`src/rtl/radix2_divider_pkg.sv`:
```
// radix2_divider_pkg: shared operand width and FSM state type for the divider.
package radix2_divider_pkg;
   localparam int OPERAND_WIDTH = 32;
   typedef enum logic [1:0] {IDLE, CALC, FIX, DONE} div_state_t;
endpackage

```
`src/rtl/radix2_divider.sv`:
```
// radix2_divider: iterative radix-2 restoring divider for RV32M DIV/DIVU/REM/REMU.
// Defining RADIX2_DIV_FASTPATH_EN retires |b| > |a| (or a == 0) in one cycle.
module radix2_divider
   import radix2_divider_pkg::*;
#(
   parameter int WIDTH = OPERAND_WIDTH
) (
   input  logic             clk,
   input  logic             rst,
   input  logic             start,
   input  logic             is_signed,
   input  logic [WIDTH-1:0] a,
   input  logic [WIDTH-1:0] b,
   output logic             busy,
   output logic             done,
   output logic             valid,
   output logic             dbz,
   output logic [WIDTH-1:0] res,
   output logic [WIDTH-1:0] rem
);
   localparam int CW = $clog2(WIDTH + 1);
   localparam logic [WIDTH-1:0] MIN_NEG = {1'b1, {(WIDTH - 1) {1'b0}}};
   div_state_t state, state_nx;
   logic [WIDTH-1:0] quo, prem, dvs, mag_a, mag_b;
   logic [CW-1:0] cnt;
   logic q_neg, r_neg, dz, ovf, fast, early;
   logic [2*WIDTH-1:0] nxt;
   // Shift {prem, quo} left and trial-subtract; the extra bit exposes the borrow.
   function automatic logic [2*WIDTH-1:0] step(input logic [WIDTH-1:0] pr, q, d);
      logic [WIDTH:0] sh, t;
      sh = {pr, q[WIDTH-1]};
      t = sh - {1'b0, d};
      return t[WIDTH] ? {sh[WIDTH-1:0], q[WIDTH-2:0], 1'b0} : {t[WIDTH-1:0], q[WIDTH-2:0], 1'b1};
   endfunction
   always_comb begin
      mag_a = (is_signed && a[WIDTH-1]) ? -a : a;
      mag_b = (is_signed && b[WIDTH-1]) ? -b : b;
      dz = b == '0;
      ovf = is_signed && a == MIN_NEG && b == '1;
`ifdef RADIX2_DIV_FASTPATH_EN
      fast = mag_b > mag_a || a == '0;
`else
      fast = 1'b0;
`endif
      early = dz || ovf || fast;
      nxt = step(prem, quo, dvs);
   end
   always_ff @(posedge clk or posedge rst)
      if (rst) state <= IDLE;
      else state <= state_nx;
   always_comb begin
      state_nx = state;
      busy = state == CALC || state == FIX;
      done = state == DONE;
      unique case (state)
         IDLE:    state_nx = start ? (early ? DONE : CALC) : IDLE;
         CALC:    state_nx = cnt == CW'(1) ? FIX : CALC;
         FIX:     state_nx = DONE;
         default: state_nx = IDLE;
      endcase
   end
   always_ff @(posedge clk or posedge rst)
      if (rst) begin
         quo <= '0;
         prem <= '0;
         dvs <= '0;
         cnt <= '0;
         q_neg <= 1'b0;
         r_neg <= 1'b0;
         valid <= 1'b0;
         dbz <= 1'b0;
         res <= '0;
         rem <= '0;
      end else
         unique case (state)
            IDLE:
               if (start) begin
                  valid <= early;
                  dbz <= dz;
                  q_neg <= is_signed && (a[WIDTH-1] ^ b[WIDTH-1]);
                  r_neg <= is_signed && a[WIDTH-1];
                  dvs <= mag_b;
                  quo <= mag_a;
                  prem <= '0;
                  cnt <= CW'(WIDTH);
                  if (dz) begin
                     res <= '1;
                     rem <= a;
                  end else if (ovf) begin
                     res <= a;
                     rem <= '0;
                  end else if (fast) begin
                     res <= '0;
                     rem <= a;
                  end
               end
            CALC: begin
               {prem, quo} <= nxt;
               cnt <= cnt - 1'b1;
            end
            FIX: begin
               res <= q_neg ? -quo : quo;
               rem <= r_neg ? -prem : prem;
               valid <= 1'b1;
            end
            default: ;
         endcase
endmodule

```
`config.mk`:
```
export PLATFORM = sky130hd
export DESIGN_NAME = radix2_divider
export DESIGN_NICKNAME = d
export VERILOG_FILES = /design/src/rtl/radix2_divider_pkg.sv /design/src/rtl/radix2_divider.sv
export SDC_FILE = /design/constraint.sdc
export NUM_CORES = 1
export LEC_CHECK = 0
export BUFFER_PORTS_ARGS = -buffer_cell sky130_fd_sc_hd__buf_2
export CELL_PAD_IN_SITES_DETAIL_PLACEMENT = 1
export CELL_PAD_IN_SITES_GLOBAL_PLACEMENT = 2
export CORE_MARGIN = 1
export CORE_UTILIZATION = 36
export CTS_CLUSTER_SIZE = 28
export DETAILED_ROUTE_END_ITERATION = 6
export HOLD_SLACK_MARGIN = 0.05
export PLACE_DENSITY_LB_ADDON = 0.1
export SETUP_SLACK_MARGIN = 0.3
export SYNTH_ARGS = -nofsm -noshare
export SYNTH_HDL_FRONTEND = slang
export SYNTH_SLANG_ARGS = --single-unit
```
`constraint.sdc`:
```
create_clock -name clk -period 7.7 [get_ports clk]
set_input_delay 1.54 -clock clk [delete_from_list [all_inputs] [get_ports clk]]
set_output_delay 1.54 -clock clk [all_outputs]
set_load 0.05 [all_outputs]
```
==> metrics.sh, run 1 <==
PRE_REPAIR_DR_ITERATION_COUNT=4
POSTSYNTHREGISTERBITS=172
CTS_RESIZED=0
HPWLAFTERDP_MM=28.8
WORSTSKEWPAIRLATENCY_NS=0.45
POST_SYNTH_MOST_FREQUENT_CELLS='nand2_1, dfrtp_1, o21ai_0'
WL_MET2_MM=18.3
SYN2LAYOUT_AREA_GROWTH_PCT=13.7
TIMING.SLEW.HEADROOM_PCT=20.5
GRT_MAX_DEGREE=83
GR-TOTAL-OVERFLOW=0
COUNT_OF_UNIQUE_LIBRARY_CELLS_INSTANTIATED_BY_YOSYS=68
ROUTE.ANTENNA.REMAINING_NETS=0
SHARE_OF_CELLS_ABOVE_DRIVE_STRENGTH_1_PCT=13.8
MET1WIRELENGTH_MM=18.3
SETUP_VIOL=0
POWER_PER_CELL_AREA_nW_PER_UM2=436
TRITONCTS='built'
WORSTSETUPENDPOINTTYPE='register'
DRV.MAX_CAP_VIOLATION_COUNT=0
GRTUSAGETOTAL_PCT=23.3
SYNTH.YOSYS.WARNINGS=0
NUMCLOCKSINKS=172
WORST_EP_ARRIVAL_TIME_NS=4.93
GRT_ANTENNA_BEFORE_REPAIR=0
CORE.ROWCOUNT=66
SYN_AREA_PER_CELL_UM2=8.26
GRT_PASS1_WL_MM=61.1
VIA_PER_INST=5.46
SYNTH_NET_COUNT=1557
PLACE_CONGESTION=0.837
SYNTH.AREA.TOP_CELLS='dfrtp_1, o21ai_0, xnor2_1'
SYNTHDOMINANTCELLAREASHARE_PCT=36.1
FP.DIEAREA_UM2=33900
WORSTPATHREQUIRED_NS=8.09
TOTAL_STANDARD_CELL_AREA_AFTER_SYNTHESIS_UM2=11900
FINAL_HOLD_VIOL_COUNT=0
HOLD_END='rem[14]$_DFFE_PP0P_'
DRT_DRC_VIOLATIONS_LEFT=0
TIMING.HOLD.WS_NS=0.475
CELLLEAKAGEPOWER_nW=5.90
TIMING.HOLD.WORST.CLASS='reg2reg'
PERIOD_NEEDED_NS=4.54
TOP_SIGNAL_LAYER_USED='met4'
FP.DIEW_UM=184
MIN_PATH_CELLS=2
MET3WIRELENGTH_MM=1.01
COREAREA_UM2=32600
CTS-ROOT-TO-SINK-BUFFERS=2
RUN_STATUS='complete, no violations'
FMAX_MHz=220
WORST-R2R-SETUP-SLACK_NS=3.48
CTS_POST_SETUP_BUFFERS_INSERTED=0
INITIAL_UTILIZATION_PCT=36.6
CLOCK_TREE.ROOT_CELL='clkbuf_16'
R2R-START='quo[31]$_DFFE_PP0P_'
ROUTE.DETAILED.WL_PER_INST_UM=19.3
HOLD_PATH_STARTPOINT='rem[14]$_DFFE_PP0P_'
ROUTE.FINAL.WIRE_LENGTH_MM=38.4
WORST_SETUP_HOLD_PATH_CLK_SLEW_NS=0.07
TIMING.RR.END='prem[23]$_DFFE_PP0P_'
SYNTHCELLS=1445
SYNTH_LARGEST_AREA_CELL='dfrtp_1'
IR_WORST_VDD_mV=0.193
NUMPORTBUFFERS=135
WORST-R2R-CELL-COUNT=13
FILLER_CELL_COUNT=3967
SETUP_CP_TYPE='in2reg'
SYNTH.MOST_COMMON_CELL='nand2_1'
CRIT_FANOUT=82
ANTENNADIODECOUNT=0
LAYOUT_WORST_PATH_CYCLE_SHARE_PCT=59.0
POST_CTS_HOLD_BUFFER_COUNT=0
SYNTH_SEQUENTIAL_AREA_RATIO_PCT=36.1
DRT_ITER0_DRC=535
START_KIND='primary input'
SYNTH_EDF_COUNT=0
CHIPHEIGHT_UM=184
FIN_NETS=1644
FINCLKSKEW_NS=0.0116
VIAS=10848
CTS-BUFFERS-INSERTED=17
SETUP_TNS_NS=0
FINAL-MAX-SLEW-VIOLATION-COUNT=0
CTS_HTREE_LEVELS=4
YOSYS_MOST_USED_DFF='dfrtp_1'
BOUNDARYPINS=136
SYNTHARSTFLOPSHARE_PCT=100
WORST-SLEW-PIN-TRANSITION_NS=1.18
FIRST_GLOBAL_VIAS=10915
GRT_SETUP_UNREPAIRED='false'
[registers in the layout, indices dropped and copies added (netlist names), 2 cells and up]
signal  count
rem        32
prem       32
quo        32
res        32
cnt         6
dvs        32
state       2
[worst max path at each step]
stage | from | end | slack, ns | cells after the start
floorplan | rst | cnt[0]$_DFFE_PP0P_ | 1.50 | 1
finish | b[6] | res[5]$_DFFE_PP0P_ | 3.16 | 10
global route | b[6] | res[8]$_DFFE_PP0P_ | 3.00 | 10
global placement | b[6] | res[5]$_DFFE_PP0P_ | 2.81 | 10
detailed placement | b[6] | res[5]$_DFFE_PP0P_ | 2.72 | 10
CTS | b[6] | res[5]$_DFFE_PP0P_ | 3.21 | 10
[through the flow]
step	utilization (%)	total power (W)	setup slack [ns]	cell area, um^2	cells
after floorplan	-	0.00413	1.50	11900	1445
after global placement	39.8	0.00496	2.81	13000	1955
after detailed placement	39.8	0.00505	2.72	13000	1955
after CTS	41.6	0.00597	3.21	13600	1987
after global routing	41.6	0.00645	3.00	13600	1987
final	41.6	0.00592	3.16	13600	1987
[final cells by class]
| class | instances | area [um^2] | area share, % |
|---|---|---|---|
| Multi-Input combinational cell | 1134 | 7110 | 52.4 |
| Timing Repair Buffer | 149 | 781 | 5.75 |
| Tap cell | 442 | 553 | 4.07 |
| Inverter | 58 | 223 | 1.64 |
| Clock buffer | 18 | 429 | 3.16 |
| Clock inverter | 14 | 170 | 1.25 |
| Sequential cell | 172 | 4300 | 31.7 |
[power by group]
part | leakage [nW] | internal [W] | switching [W]
Sequential | 2.23 | 0.00123 | 0.000395
Combinational | 3.38 | 0.00130 | 0.00209
Clock | 0.294 | 0.000512 | 0.000398
Total | 5.90 | 0.00304 | 0.00288
[layer usage]
| metal | global-route usage (%) | up-vias |
|---|---|---|
| met5 | 0 | - |
| met4 | 6.80 | 0 |
| met3 | 2.39 | 33 |
| met2 | 39.3 | 149 |
| met1 | 31.5 | 5356 |
| li1 | - | 5310 |
[worst max-delay path, stage by stage]
cell and delay, ns:
buf_2 0.13, or4_1 0.56, or3_1 0.44, nor4_2 0.44, and3_1 0.55, o21bai_4 0.25, a22oi_4 0.13, buf_4 0.43
a221oi_2 0.28, a21o_1 0.12
[cells in the final DEF, fill, tap and decap left out, types with 8 or more instances in the layout]
cell / netlist / final
nand3_1: 11 / 11
xor2_1: 60 / 59
o41ai_1: 15 / 15
nor4_1: 17 / 17
nand2b_1: 14 / 14
a21oi_1: 110 / 109
o31ai_1: 29 / 29
or4_1: 13 / 13
nor2b_1: 10 / 10
or3_1: 14 / 14
o22ai_1: 12 / 12
buf_4: 1 / 14
o211ai_1: 9 / 9
clkbuf_16: 0 / 17
o21ai_0: 171 / 171
ha_1: 43 / 41
inv_1: 58 / 57
nand4_1: 14 / 14
nor2_1: 114 / 114
dfrtp_1: 172 / 172
buf_2: 6 / 135
a22oi_1: 13 / 13
nor3_1: 20 / 20
xnor2_1: 90 / 90
nand2_1: 197 / 196
a221oi_1: 8 / 8
a31oi_1: 15 / 15
mux2i_1: 22 / 22
a21o_1: 15 / 15
[cells by family (layout without fill, tap and decap cells)]
family | Yosys count | in the layout | synth area share [%]
AND/OR/NAND/NOR | 461 | 461 | 17.9
AO/OA/AOI/OAI | 455 | 455 | 23.6
flip-flops | 172 | 172 | 36.1
XOR/XNOR | 150 | 150 | 11.0
buffers and inverters | 139 | 239 | 4.65
adder cells (fa/ha/maj) | 44 | 44 | 4.67
multiplexers | 24 | 24 | 2.03
No activity file was read; power rests on OpenSTA's default activity.
==> run 2: changes to the inputs <==
Settings changed: ABC_AREA set to 1, CORE_UTILIZATION 36 to 32.
Clock period 7.7 ns to 4.2 ns, I/O delays scaled along.
==> metrics.sh, run 2 <==
RUN_STATUS='complete, no violations'
ROUTE.FINAL.WIRE_LENGTH_MM=62.0  # +62%
GRTUSAGETOTAL_PCT=27.3  # +4.0 points
CTS_RESIZED=0  # unchanged
TOTAL_STANDARD_CELL_AREA_AFTER_SYNTHESIS_UM2=14500  # +21%
CTS-BUFFERS-INSERTED=17  # unchanged
CHIPHEIGHT_UM=215  # +17%
CLOCK_POWER_SHARE_PCT=11.9  # -3.5 points
POST_SYNTH_MOST_FREQUENT_CELLS='nand2_1, inv_1, nand3_1'
SYNTH.MOST_COMMON_CELL='nand2_1'
POST_CTS_HOLD_BUFFER_COUNT=0  # unchanged
R2R-START='quo[31]$_DFFE_PP0P_'
CTS_HTREE_LEVELS=4  # unchanged
TRITONCTS='built'
POSTLAYOUTCOREUTIL_PCT=36.8  # -4.8 points
FINAL-MAX-SLEW-VIOLATION-COUNT=0  # unchanged
BOUNDARYPINS=136  # unchanged
FINAL_COMMON_CELL='nand2_1'
FP.DIEAREA_UM2=46200  # +36%
CRITICAL_PATH_DEPTH=16  # +6
PLACE_CONGESTION=0.874  # +4.5%
SYN2LAYOUT_AREA_GROWTH_PCT=12.8
SETUP_VIOL=0  # unchanged
SYNTHCELLS=2405  # +66%
IR_WORST_VDD_mV=0.428  # +120%
DRV.MAX_CAP_VIOLATION_COUNT=0  # unchanged
WORSTPATHREQUIRED_NS=4.63  # -3.46 ns
SETUP_TNS_NS=0  # unchanged
NET_SWITCHING_POWER_OF_THE_DESIGN_W=0.00842  # +190%
FILLER_CELL_COUNT=6032  # +52%
PERIOD_NEEDED_NS=2.97
LAYOUT_WORST_PATH_CYCLE_SHARE_PCT=70.7
CORE.ROWCOUNT=77  # +17%
FIRST_GLOBAL_VIAS=16151  # +48%
NUMPORTBUFFERS=135  # unchanged
TIMING.HOLD.WORST.CLASS='reg2reg'
PATH_COMMON_CELL='nand2_1'
ROUTE.ANTENNA.REMAINING_NETS=0  # unchanged
NUMCLOCKSINKS=172  # unchanged
WORST-SLEW-PIN-TRANSITION_NS=1.05  # -0.133 ns
YOSYS_MOST_USED_DFF='dfrtp_1'
CLOCK_TREE.ROOT_CELL='clkbuf_16'
PLACE_AREA_UM2=15700  # +21%
FP.DIEW_UM=215  # +17%
FIN_NETS=2611  # +59%
FINAL_HOLD_VIOL_COUNT=0  # unchanged
SEQPWRFRAC_PCT=21.8  # -5.6 points
COMB_POWER_SHARE_PCT=66.3  # +9.0 points
CRIT_FANOUT=17  # -79%
SYNTH_EDF_COUNT=0  # unchanged
HOLD_END='res[21]$_DFFE_PP0P_'
GRT_ANTENNA_BEFORE_REPAIR=1  # +1
START_KIND='register'
GRT_PASS1_WL_MM=96.0  # +57%
WORST_SETUP_HOLD_PATH_CLK_SLEW_NS=0.08  # about the same
CTS_POST_SETUP_BUFFERS_INSERTED=0  # unchanged
CTS-ROOT-TO-SINK-BUFFERS=2  # unchanged
DRT_DRC_VIOLATIONS_LEFT=0  # unchanged
SYNTH.AREA.TOP_CELLS='dfrtp_1, nand2_1, inv_1'
SYN_AREA_PER_CELL_UM2=6.03  # -27%
FINCLKSKEW_NS=0.0121  # +0.000576 ns
SWITCHING_SHARE_PCT=58.5  # +9.8 points
WORST-R2R-CELL-COUNT=16  # +3
DRT_ITER0_DRC=1129  # +110%
SYNTHARSTFLOPSHARE_PCT=100  # unchanged
CELLLEAKAGEPOWER_nW=8.42  # +43%
TIMING.CRITICAL_PATH.SLOWEST_STAGE_CELL='fa_1'
SETUP_CP_TYPE='reg2reg'
CPLARGESTDELAYFAMILY='simple AND/OR/NAND/NOR gates'
COREAREA_UM2=44400  # +36%
MOSTFREQUENTLAYOUTCELLS='nand2_1, inv_1, nand3_1'
TIMING.RR.END='prem[17]$_DFFE_PP0P_'
INITIAL_UTILIZATION_PCT=32.7  # -3.9 points
INTERNAL_CELL_POWER_W=0.00598  # +97%
WORST-PATH-BUF-INV=2  # unchanged
HOLD_PATH_STARTPOINT='res[21]$_DFFE_PP0P_'
SYNTH_LARGEST_AREA_CELL='dfrtp_1'
WORST-R2R-SETUP-SLACK_NS=1.23  # -2.25 ns
CRITICAL_PATH.CELL_CHAIN='inv_1 -> ha_1 -> fa_1 -> inv_1 -> nand2_1 -> nand2_1 -> nand3_1 -> nand2_2 -> nand2_1 -> nand2_1 -> nand2_2 -> nand3_2 -> nand2_2 -> nand2_1 -> nand3_1 -> nand2_1'
VIA_PER_INST=5.16  # -5.4%
MIN_PATH_CELLS=2  # unchanged
FMAX_MHz=337
COUNT_OF_UNIQUE_LIBRARY_CELLS_INSTANTIATED_BY_YOSYS=44  # -35%
PRE_REPAIR_DR_ITERATION_COUNT=5  # +1
SHARE_OF_CELLS_ABOVE_DRIVE_STRENGTH_1_PCT=9.32  # -4.5 points
WORSTSETUPENDPOINTTYPE='register'
SYNTHDOMINANTCELLAREASHARE_PCT=29.7  # -6.4 points
GRT_SETUP_UNREPAIRED='false'
WORST_EP_ARRIVAL_TIME_NS=3.40  # -1.53 ns
CRITICAL_PATH.MAX_STAGE_DELAY_NS=0.41  # -0.15 ns
SYNTH_SEQUENTIAL_AREA_RATIO_PCT=29.7  # -6.4 points
SYNTH.YOSYS.WARNINGS=0  # unchanged
HPWLAFTERDP_MM=49.9  # +73%
POWER_PER_CELL_AREA_nW_PER_UM2=880  # +100%
VIAS=16023  # +48%
SYNTH_NET_COUNT=2517  # +62%
STDCELL_AREA_UM2=16400  # +21%
WORSTSKEWPAIRLATENCY_NS=0.49  # +0.04 ns
GR-TOTAL-OVERFLOW=0  # unchanged
ROUTE.DETAILED.WL_PER_INST_UM=20.0  # +3.5%
TIMING.SLEW.HEADROOM_PCT=30.0  # +9.4 points
POSTSYNTHREGISTERBITS=172  # unchanged
GRT_MAX_DEGREE=68  # -18%
ANTENNADIODECOUNT=0  # unchanged
## run 2: cell types whose count changed in the layout (fill, tap and decap cells not counted), sizes merged, moves of 27 or more
cell,change
nand2,+675
nor3,+27
xor2,-38
xnor2,-78
nor2,+82
inv,+267
nand3,+216
## run 2: cells by family (layout without fill, tap and decap cells)
logic type	Yosys count	after routing	share of synthesized area, %
AOI/OAI and AO/OA	350	350	12.7
xor gates and xnor gates	34	34	2.05
adders and majority gates	44	44	3.85
buffers and inverters	404	511	11.1
DFF	172	172	29.7
and+or+nand+nor	1401	1401	40.6
## run 2: worst register-to-register path, delay by kind of cell, from the launching register on
| family | cells | cell delay [ns] |
|---|---|---|
| simple gates | 12 | 1.56 |
| fa+ha+maj | 2 | 0.68 |
| flops | 1 | 0.39 |
| buf+inv | 2 | 0.28 |
## run 2: final cells by class
class,count,area [um^2],area share (%)
multi-input combinational,1829,8610,52.6
inverter,321,1210,7.40
clock inverter,14,169,1.03
tap,592,741,4.53
clock buffer,18,439,2.68
timing repair buffer,158,886,5.42
sequential,172,4300,26.3
## run 2: worst max path at each step
stage                        start                    to  slack (ns)
3_3_place_gp                 a[31]    rem[6]$_DFFE_PP0P_        1.06
5_1_grt         quo[0]$_DFFE_PP0P_   res[12]$_DFFE_PP0P_        0.99
4_1_cts        quo[31]$_DFFE_PP0P_  prem[17]$_DFFE_PP0P_        1.23
3_5_place_dp                  b[1]    rem[8]$_DFFE_PP0P_        1.02
2_1_floorplan                  rst    cnt[0]$_DFFE_PP0P_        1.16
6_report       quo[31]$_DFFE_PP0P_  prem[17]$_DFFE_PP0P_        1.23
## run 2: power by group through the flow
stage | sequential (W) | clock [W] | combinational (W)
after floorplan | 0.00373 | 0 | 0.00602
after global placement | 0.00314 | 0 | 0.00936
after detailed placement | 0.00316 | 0 | 0.00954
after CTS | 0.00313 | 0.00175 | 0.00959
after global routing | 0.00323 | 0.00181 | 0.0107
final | 0.00314 | 0.00171 | 0.00955
## run 2: metal layers
metal / up-vias / wire length (um) / GRT usage (%)
met5: - / 19 / 0
met4: 2 / 2320 / 11.2
met3: 79 / 2040 / 3.92
met2: 311 / 28300 / 43.9
met1: 7771 / 29300 / 36.7
li1: 7860 / - / -
## run 2: per-stage QoR
step	hold WS [ns]	setup slack, ns	power [W]	cells
after global placement	0.449	1.06	0.0125	3072
after floorplan	0.449	1.16	0.00976	2405
after global routing	0.495	0.987	0.0158	3104
after CTS	0.471	1.23	0.0145	3104
final	0.466	1.23	0.0144	3104
after detailed placement	0.454	1.02	0.0127	3072
==> run 3: changes to the inputs <==
Settings changed: CORE_UTILIZATION 32 to 29.
Clock period 4.2 ns to 2.5 ns, I/O delays scaled along.
==> metrics.sh, run 3 (synthesis results as in run 2) <==
VIAS=16559  # +3.3%
GR-TOTAL-OVERFLOW=0  # unchanged
SYN2LAYOUT_AREA_GROWTH_PCT=29.1
SETUP_VIOL=0  # unchanged
DRT_ITER0_DRC=1082  # -4.2%
FINAL_COMMON_CELL='nand2_1'
ROUTE.FINAL.WIRE_LENGTH_MM=67.1  # +8.3%
ROUTE.DETAILED.WL_PER_INST_UM=20.2  # +1.2%
SWITCHING_SHARE_PCT=56.3  # -2.2 points
PATH_COMMON_CELL='nand2_2'
CTS-ROOT-TO-SINK-BUFFERS=2  # unchanged
MULTI_INPUT_AREA_UM2=9610  # +12%
FINAL_HOLD_VIOL_COUNT=0  # unchanged
TIMING.HOLD.WORST.CLASS='in2async'
WORSTPATHREQUIRED_NS=2.93  # -1.70 ns
FMAX_MHz=447  # +33%
STDCELL_AREA_UM2=18700  # +14%
CHIPHEIGHT_UM=226  # +5.0%
BOUNDARYPINS=136  # unchanged
POSTLAYOUTCOREUTIL_PCT=38.1  # +1.3 points
RUN_STATUS='complete, no violations'
WORST_EP_ARRIVAL_TIME_NS=2.67  # -0.73 ns
CRITICAL_PATH.MAX_STAGE_DELAY_NS=0.38  # -0.03 ns
FIRST_GLOBAL_VIAS=16815  # +4.1%
NUMPORTBUFFERS=135  # unchanged
CTS-BUFFERS-INSERTED=17  # unchanged
MOSTFREQUENTLAYOUTCELLS='nand2_1, inv_1, nand3_1'
IR_WORST_VDD_mV=0.669  # +56%
GRT_SETUP_UNREPAIRED='true'
FILLER_CELL_COUNT=6409  # +6.3%
TRITONCTS='built'
WORSTSKEWPAIRLATENCY_NS=0.51  # +0.02 ns
VIA_PER_INST=4.99  # -3.4%
GRT_PASS1_WL_MM=101  # +4.8%
DRV.MAX_CAP_VIOLATION_COUNT=0  # unchanged
PLACE_CONGESTION=0.884  # +1.1%
PRE_REPAIR_DR_ITERATION_COUNT=5  # unchanged
ROUTE.ANTENNA.REMAINING_NETS=0  # unchanged
FINAL-MAX-SLEW-VIOLATION-COUNT=0  # unchanged
SEQPWRFRAC_PCT=18.3  # -3.5 points
CORE.ROWCOUNT=81  # +5.2%
POST_CTS_HOLD_BUFFER_COUNT=0  # unchanged
HPWLAFTERDP_MM=53.4  # +7.1%
POWER_PER_CELL_AREA_nW_PER_UM2=1540  # +75%
COMB_POWER_SHARE_PCT=72.3  # +6.0 points
GRTUSAGETOTAL_PCT=26.5  # -0.81 points
SHARE_OF_CELLS_ABOVE_DRIVE_STRENGTH_1_PCT=21.4  # +12 points
TIMING.SLEW.HEADROOM_PCT=52.0  # +22 points
SETUP_CP_TYPE='reg2reg'
SEQUENTIAL_CELL_AREA_UM2=4330  # +0.49%
WORST_SETUP_HOLD_PATH_CLK_SLEW_NS=0.07  # about the same
NET_SWITCHING_POWER_OF_THE_DESIGN_W=0.0162  # +93%
PERIOD_NEEDED_NS=2.24  # -0.735 ns
NUMCLOCKSINKS=172  # unchanged
WORST-SLEW-PIN-TRANSITION_NS=0.721  # -0.330 ns
GRT_ANTENNA_BEFORE_REPAIR=0  # -1
CRITICAL_PATH.CELL_CHAIN='inv_2 -> ha_4 -> fa_2 -> inv_2 -> nand2_2 -> nand2_2 -> nand3_2 -> nand2_2 -> nand2_2 -> nand2_2 -> nand2_4 -> nand2_8 -> nand2_8 -> buf_8 -> nand3_1 -> nand3_1 -> nand2_1'
WORSTSETUPENDPOINTTYPE='register'
CELLLEAKAGEPOWER_nW=9.30  # +10%
CLOCK_TREE.ROOT_CELL='clkbuf_16'
PLACE_AREA_UM2=16900  # +7.1%
CTS_HTREE_LEVELS=4  # unchanged
FP.DIEAREA_UM2=50900  # +10%
COREAREA_UM2=49200  # +11%
CLOCK_POWER_SHARE_PCT=9.4  # -2.5 points
GRT_MAX_DEGREE=105  # +54%
CRIT_FANOUT=8  # -9
DRT_DRC_VIOLATIONS_LEFT=0  # unchanged
START_KIND='register'
FIN_NETS=2755  # +5.5%
LAYOUT_WORST_PATH_CYCLE_SHARE_PCT=89.4  # +19 points
FINCLKSKEW_NS=0.0161  # +0.00396 ns
INITIAL_UTILIZATION_PCT=29.5  # -3.1 points
TIMING.CRITICAL_PATH.SLOWEST_STAGE_CELL='dfrtp_1'
FP.DIEW_UM=226  # +5.0%
INTERNAL_CELL_POWER_W=0.0126  # +110%
run 3: changes by cell type in the layout (fill, tap and decap cells not counted), sizes merged, moves of 2 or more:
cell      before  now
inv          327  325
nand2        873  875
clkinv         6    8
buf          158  299
clkinvlp       1    3
run 3: path summary, 6_finish.rpt:
| path | startpoint | to | depth (start not counted) | slack, ns |
|---|---|---|---|---|
| min in group clk | b[29] | dvs[29]$_DFFE_PP0P_ | 4 | 0.35 |
| hold / removal | rst | rem[19]$_DFFE_PP0P_ | 3 | 0.11 |
| setup reg to reg | quo[31]$_DFFE_PP0P_ | prem[1]$_DFFE_PP0P_ | 17 | 0.26 |
| hold reg to reg | res[18]$_DFFE_PP0P_ | res[18]$_DFFE_PP0P_ | 2 | 0.47 |
| setup / recovery | quo[31]$_DFFE_PP0P_ | prem[1]$_DFFE_PP0P_ | 17 | 0.26 |
| max in group asynchronous | rst | cnt[3]$_DFFE_PP0P_ | 3 | 1.75 |
run 3: power by group through the flow:
stage | combinational [W] | sequential, W | clock (W)
after global routing | 0.0229 | 0.00541 | 0.00288
after detailed placement | 0.0176 | 0.00516 | 0
after CTS | 0.0188 | 0.00520 | 0.00280
after global placement | 0.0172 | 0.00512 | 0
after floorplan | 0.0102 | 0.00627 | 0
final | 0.0208 | 0.00527 | 0.00270
run 3: layout make-up:
type,instances,share of cell area (%)
multi-input cells,1831,51.3
flip-flops and latches,172,23.1
repair buffers,300,11.7
inverters,321,6.46
well taps,664,4.44
clock buffers,17,2.27
clock inverters,15,0.695
diodes,1,0.0134
run 3: stage by stage:
step | hold slack, ns | power [W] | setup WS, ns | setup TNS (ns) | instances
after floorplan | 0.449 | 0.0164 | -0.197 | -33.83 | 2405
after global placement | 0.448 | 0.0223 | -0.180 | -7.31 | 3264
after detailed placement | 0.453 | 0.0227 | -0.203 | -7.50 | 3264
after CTS | 0.113 | 0.0268 | 0.296 | 0 | 3303
after global routing | 0.130 | 0.0312 | 0.158 | 0 | 3320
final | 0.110 | 0.0288 | 0.264 | 0 | 3321
run 3: routing by layer:
layer	routed length, um	vias up	part of all wire (%)	track usage [%]
met5	0	-	0	0
met4	1750	0	2.6	9.17
met3	1840	61	2.7	3.50
met2	32400	269	48	45.0
met1	31100	8063	46	34.4
li1	-	8166	-	-
run 3: worst max-delay path, delay by kind of cell, from the launching register on:
family	cells	cell delay [ns]
buffers and inverters	3	0.32
adders and majority gates	2	0.50
and+or+nand+nor	12	0.97
DFF	1	0.38
run 3: what timing repair did:
| item | 4_1_cts | 5_1_grt |
|---|---|---|
| setup buffers | 4 | 15 |
| pin swaps | 7 | 32 |
| endpoints found under the setup margin | 41 | 95 |
| resized for setup | 89 | 158 |
| gates cloned | 3 | 2 |
